===== src/rtl/npc_pkg.sv =====
// Shared definitions for the fetch front end: reset pc, nop encoding and
// the fetch FSM state encoding.
package npc_pkg;

  localparam logic [31:0] RESET_PC_DEFAULT = 32'h8000_0000;
  localparam logic [31:0] NOP_INST         = 32'h0000_0013;

  typedef enum logic [1:0] {
    S_REQ  = 2'd0,
    S_WAIT = 2'd1,
    S_HOLD = 2'd2
  } fetch_state_t;

  // Instruction addresses are word aligned; the low two bits are forced to 0.
  function automatic logic [31:0] align_pc(input logic [31:0] pc);
    return pc & 32'hFFFF_FFFC;
  endfunction

endpackage


===== src/rtl/ifu_fetch_if.sv =====
// Bundle of the fetch unit's memory, redirect and decode-side signals.
// Handshakes: a transfer happens on a posedge where valid and ready are both 1;
// once valid is raised its payload stays stable until that transfer or a redirect.
interface ifu_fetch_if;
  logic        imem_req_valid;
  logic        imem_req_ready;
  logic [31:0] imem_req_addr;
  logic        imem_resp_valid;
  logic [31:0] imem_resp_data;
  logic        redirect_valid;
  logic [31:0] redirect_pc;
  logic        out_valid;
  logic        out_ready;
  logic [31:0] out_inst;
  logic [31:0] out_pc;

  modport master (
    output imem_req_valid, imem_req_addr, out_valid, out_inst, out_pc,
    input  imem_req_ready, imem_resp_valid, imem_resp_data,
           redirect_valid, redirect_pc, out_ready
  );

  modport slave (
    input  imem_req_valid, imem_req_addr, out_valid, out_inst, out_pc,
    output imem_req_ready, imem_resp_valid, imem_resp_data,
           redirect_valid, redirect_pc, out_ready
  );
endinterface


===== src/rtl/ifu_pc.sv =====
// Program counter register with its next-pc mux: reset, redirect, +4, hold.
module ifu_pc
  import npc_pkg::*;
#(
  parameter logic [31:0] RESET_PC = RESET_PC_DEFAULT
) (
  input  logic        clk,
  input  logic        rst,
  input  logic        redirect_valid,
  input  logic [31:0] redirect_pc,
  input  logic        advance,
  output logic [31:0] pc
);

  logic [31:0] pc_d;
  logic [31:0] pc_q;

  // Redirect beats the sequential advance; the +4 wraps modulo 2^32.
  always_comb begin
    pc_d = pc_q;
    if (redirect_valid) begin
      pc_d = align_pc(redirect_pc);
    end else if (advance) begin
      pc_d = pc_q + 32'd4;
    end
  end

  always_ff @(posedge clk) begin
    if (rst) begin
      pc_q <= align_pc(RESET_PC);
    end else begin
      pc_q <= pc_d;
    end
  end

  assign pc = pc_q;

endmodule


===== src/rtl/ifu_fetch.sv =====
// Single-outstanding instruction fetch: request, wait for the word, hold it
// for decode; redirects squash whatever is in flight.
module ifu_fetch
  import npc_pkg::*;
#(
  parameter logic [31:0] RESET_PC = RESET_PC_DEFAULT
) (
  input  logic             clk,
  input  logic             rst,
  ifu_fetch_if.master      bus,
  output fetch_state_t     dbg_state
);

  fetch_state_t state_d, state_q;
  logic         drop_d, drop_q;
  logic [31:0]  out_inst_d, out_inst_q;
  logic [31:0]  out_pc_d, out_pc_q;
  logic [31:0]  pc;
  logic         advance;
  logic         req_fire;

  ifu_pc #(.RESET_PC(RESET_PC)) u_pc (
    .clk            (clk),
    .rst            (rst),
    .redirect_valid (bus.redirect_valid),
    .redirect_pc    (bus.redirect_pc),
    .advance        (advance),
    .pc             (pc)
  );

  assign req_fire = bus.imem_req_valid && bus.imem_req_ready;

  always_comb begin
    state_d    = state_q;
    drop_d     = drop_q;
    out_inst_d = out_inst_q;
    out_pc_d   = out_pc_q;
    advance    = 1'b0;
    case (state_q)
      S_REQ: begin
        // A request issued alongside a redirect fetches the old pc: mark it stale.
        if (req_fire) begin
          state_d = S_WAIT;
          drop_d  = drop_q || bus.redirect_valid;
        end
      end
      S_WAIT: begin
        if (bus.imem_resp_valid) begin
          drop_d = 1'b0;
          if (bus.redirect_valid || drop_q) begin
            state_d = S_REQ;
          end else begin
            state_d    = S_HOLD;
            out_inst_d = bus.imem_resp_data;
            out_pc_d   = pc;
          end
        end else if (bus.redirect_valid) begin
          drop_d = 1'b1;
        end
      end
      S_HOLD: begin
        if (bus.redirect_valid) begin
          state_d = S_REQ;
        end else if (bus.out_ready) begin
          state_d = S_REQ;
          advance = 1'b1;
        end
      end
      default: state_d = S_REQ;
    endcase
  end

  // A reset while a request is outstanding leaves its response to be discarded.
  always_ff @(posedge clk) begin
    if (rst) begin
      state_q    <= S_REQ;
      drop_q     <= (state_q == S_WAIT);
      out_inst_q <= NOP_INST;
      out_pc_q   <= RESET_PC;
    end else begin
      state_q    <= state_d;
      drop_q     <= drop_d;
      out_inst_q <= out_inst_d;
      out_pc_q   <= out_pc_d;
    end
  end

  assign bus.imem_req_valid = (state_q == S_REQ) && !rst;
  assign bus.imem_req_addr  = pc;
  assign bus.out_valid      = (state_q == S_HOLD);
  assign bus.out_inst       = out_inst_q;
  assign bus.out_pc         = out_pc_q;
  assign dbg_state          = state_q;

endmodule


===== src/flat_wrapper.sv =====
// flat-port wrapper written by rule: the top's interface ports become plain ports
module ifu_fetch_flat import npc_pkg::*;
#(
  parameter logic [31:0] RESET_PC = RESET_PC_DEFAULT
)
  (clk, rst, dbg_state, bus_imem_req_valid, bus_imem_req_addr, bus_out_valid, bus_out_inst, bus_out_pc, bus_imem_req_ready, bus_imem_resp_valid, bus_imem_resp_data, bus_redirect_valid, bus_redirect_pc, bus_out_ready);
  ifu_fetch_if bus_i ();
  input  logic clk;
  input  logic rst;
  output fetch_state_t dbg_state;
  output wire logic [$bits(bus_i.imem_req_valid)-1:0] bus_imem_req_valid;
  output wire logic [$bits(bus_i.imem_req_addr)-1:0] bus_imem_req_addr;
  output wire logic [$bits(bus_i.out_valid)-1:0] bus_out_valid;
  output wire logic [$bits(bus_i.out_inst)-1:0] bus_out_inst;
  output wire logic [$bits(bus_i.out_pc)-1:0] bus_out_pc;
  input wire logic [$bits(bus_i.imem_req_ready)-1:0] bus_imem_req_ready;
  input wire logic [$bits(bus_i.imem_resp_valid)-1:0] bus_imem_resp_valid;
  input wire logic [$bits(bus_i.imem_resp_data)-1:0] bus_imem_resp_data;
  input wire logic [$bits(bus_i.redirect_valid)-1:0] bus_redirect_valid;
  input wire logic [$bits(bus_i.redirect_pc)-1:0] bus_redirect_pc;
  input wire logic [$bits(bus_i.out_ready)-1:0] bus_out_ready;
  assign bus_imem_req_valid = bus_i.imem_req_valid;
  assign bus_imem_req_addr = bus_i.imem_req_addr;
  assign bus_out_valid = bus_i.out_valid;
  assign bus_out_inst = bus_i.out_inst;
  assign bus_out_pc = bus_i.out_pc;
  assign bus_i.imem_req_ready = bus_imem_req_ready;
  assign bus_i.imem_resp_valid = bus_imem_resp_valid;
  assign bus_i.imem_resp_data = bus_imem_resp_data;
  assign bus_i.redirect_valid = bus_redirect_valid;
  assign bus_i.redirect_pc = bus_redirect_pc;
  assign bus_i.out_ready = bus_out_ready;
  ifu_fetch #(.RESET_PC(RESET_PC)) u_core (.clk(clk), .rst(rst), .bus(bus_i), .dbg_state(dbg_state));
endmodule

===== config.mk =====
export PLATFORM = sky130hd
export DESIGN_NAME = ifu_fetch_flat
export DESIGN_NICKNAME = d
export VERILOG_FILES = /design/src/rtl/npc_pkg.sv /design/src/rtl/ifu_fetch_if.sv /design/src/rtl/ifu_pc.sv /design/src/rtl/ifu_fetch.sv /design/src/flat_wrapper.sv
export SDC_FILE = /design/constraint.sdc
export NUM_CORES = 1
export LEC_CHECK = 0
export ABC_AREA = 1
export ABC_CLOCK_PERIOD_IN_PS = 1700
export CAP_MARGIN = 20
export CORE_ASPECT_RATIO = 0.75
export CORE_MARGIN = 4
export CORE_UTILIZATION = 42
export DETAILED_ROUTE_END_ITERATION = 12
export PLACE_DENSITY = 0.77
export SETUP_SLACK_MARGIN = 0.4
export SLEW_MARGIN = 20
export SYNTH_ARGS = -nofsm -noshare
export SYNTH_HDL_FRONTEND = slang
export SYNTH_HIERARCHICAL = 1
export SYNTH_SLANG_ARGS = --single-unit

===== constraint.sdc =====
create_clock -name clk -period 1.7 [get_ports clk]
set_clock_uncertainty 0.1 [all_clocks]
set_input_delay 0.255 -clock clk [delete_from_list [all_inputs] [get_ports clk]]
set_output_delay 0.255 -clock clk [all_outputs]
set_load 0.005 [all_outputs]

==> flow_summary.ini <==
[outcome]
status = complete, but fails checks
violations = negative setup slack

[worst_setup_path]
cp_data_arrival_time_ns = 1.90
setup.worst_path.start_class = flip-flop
critical_path_class = reg2reg
r2r-end = u_core/u_pc/pc[21]
reg2reg_setup_slack_ns = -0.03
setup.worst_path.end_class = flip-flop
r2r_cells = 9
rr_startpoint = u_core/u_pc/pc[14]
worstPathMaxFanout = 5
crit_start = u_core/u_pc/pc[14]
cp_data_required_time_ns = 1.87

[detailed_routing]
num_vias = 6644
drtIter0Drc = 705
wl_um = 23000
ant_nets = 0
wl_per_cell_um = 19.20
drc = 0
drtPass1Iterations = 6
avgViaCountPerCell = 5.546

[logic_synthesis]
syn_area_per_cell_sq_um = 6.704
synthCells = 757
yosysSeqAreaShare_pct = 38.46
ys_warn_count = 6
yosys.area.top_type = dfxtp_1
synth_area_sq_mm = 0.005075
yosysTopAreaCellShare_pct = 37.87
synth_cell_types = 33
synthTopCellsByArea = dfxtp_1 (38%), nand2_1 (13%), nor2_1 (12%)
synth-seq-cells = 97

[placed_design]
dp_hpwl_um = 11800
postPlaceCellArea_sq_mm = 0.007128
place.gp.congestion = 0.9331
port_buffers = 165
post-place-ws_ns = -0.3258

[layout]
drive_above_1_share_pct = 35.14
final_common_cell = nand2_1
layout_common_cells = nand2_1 (155), nor2_1 (137), inv_1 (79), buf_4 (69)
antennaDiodeCount = 0
multi_input_area_sq_mm = 0.002854
regArea_sq_mm = 0.002076
nets = 1102
fillers = 807
area_growth_pct = 77.37
fin_area_sq_mm = 0.009001

[sta]
period_minus_slack_ns = 1.727
final_max_slew_viol_count = 0
holdWs_ns = 0.3066
max_freq_mhz = 579.0
fin_crit_sh_pct = 101.6
hold_viol = 0
rsz0062_at_grt = yes
setup_violations = 1
final.setup.worst_slack_ns = -0.02721

[pwr]
p_leak_uw = 0.003844
max-vdd-ir-drop_v = 0.0004947
power.density_mw_per_mm2 = 636.7
totalPowerFinal_uw = 5731

[floorplanning]
die_w_um = 134.9
dieArea_sq_mm = 0.01392
core_area_sq_mm = 0.01170
die_h_um = 103.2
io_pins = 170
rows = 34
initial_core_util_pct = 43.38

[clock_network]
clkSinkCount = 97
htreeDepth = 3
cts_tree = built
path_clk_slew_ns = 0.07
insertion_delay_ns = 0.35
cts_buffer_depth = 2
clockRootBuffer = clkbuf_16
hold_buffers = 0
numCtsBuffers = 9

[grt]
grt_max_degree = 43
grt_pass1_vias = 6172
antenna_found_initial = 0
grt_pass1_wl_um = 32340
grt.overflow.total = 0
track_usage_pct = 29.61

[worst_hold_path]
hold_start = bus_out_ready
min_path_type = in2reg
holdPathStages = 5
hold_end = u_core/dbg_state[1]

[flow_run]
cap_violations = 0
==> sequential cells by signal, summed over array words and instances, names as in the netlist <==
register             cells
u_core/bus.out_inst     32
u_core/bus.out_pc       32
u_core/drop_q            1
u_core/u_pc/pc          30
u_core/dbg_state         2
==> per-stage QoR <==
step	instances	TNS, ns	util, %
detailed placement	1083	-22.31	60.93
floorplan	758	0	-
global placement	1083	-19.44	60.93
finish	1198	-0.02721	76.94
CTS	1185	0	74.48
global route	1198	-0.01989	76.94
==> where the power goes <==
| group | internal [uW] | leakage, uW | total, uW | switching, uW |
|---|---|---|---|---|
| combinational | 656 | 0.00287 | 1240 | 587 |
| sequential | 2340 | 0.000819 | 2410 | 67.1 |
| clock | 1170 | 0.000152 | 2080 | 911 |
==> layer usage <==
layer	track usage, %	part of all wire (%)
met5	0	0
met2	48.67	45
met3	6.963	12
met1	38.65	39
met4	10.41	4.5
==> worst max-delay path by stage <==
stage,endpoint,slack [ns],depth (start not counted)
floorplan,u_core/u_pc/pc[20],0.19,7
global placement,u_core/u_pc/pc[19],-0.26,7
detailed placement,u_core/u_pc/pc[19],-0.33,7
CTS,bus_imem_req_valid,0.08,3
global route,u_core/u_pc/pc[21],-0.02,9
finish,u_core/u_pc/pc[21],-0.03,9
==> cells in the mapped netlist, drive strengths merged <==
cell type and n:
dfxtp 96, xnor2 7, nor2 170, inv 88
o21ai 5, ha 1, a21oi 26, nand3 28
a221oi 1, o21bai 4, a31o 1, a31oi 6
nor3 2, nand2 177, conb 1, xor2 5
o22ai 1, buf 38, clkbuf 10, edfxtp 1
nand3b 3, nor4 1, nand4 64, o31ai 1
a22oi 20
==> final cells by class <==
class,count,share of cell area [%]
repair buffers,310,35.90
well taps,162,2.252
inverters,88,3.725
multi-input cells,525,31.71
clock buffers,13,3.128
flip-flops and latches,97,23.06
clock inverters,3,0.2224
==> critical path, cell delays in order, from the launching register on <==
cell,delay [ns]
dfxtp_4,0.35
buf_4,0.13
nand2_1,0.13
nor2_2,0.21
nand2_1,0.12
nor2_4,0.21
nand2_1,0.07
nand2_1,0.09
nand3_2,0.09
a21oi_2,0.15
==> repair_timing <==
item	4_1_cts	5_1_grt
pin swaps	26	40
gates cloned	16	1
setup buffers	70	12
resized for setup	351	143
setup endpoints to repair	195	176
==> cell families (layout without fill, tap and decap cells) <==
| family | after synthesis | after routing | share of synthesized area (%) |
|---|---|---|---|
| and+or+nand+nor | 445 | 445 | 39.15 |
| AOI/OAI and AO/OA | 65 | 65 | 7.964 |
| xor gates and xnor gates | 12 | 12 | 2.071 |
| buffers and inverters | 136 | 414 | 12.03 |
| other | 1 | 2 | 0.07389 |
| DFF | 97 | 97 | 38.46 |
| adders and majority gates | 1 | 1 | 0.2465 |
(Power assumes the default switching activity.)
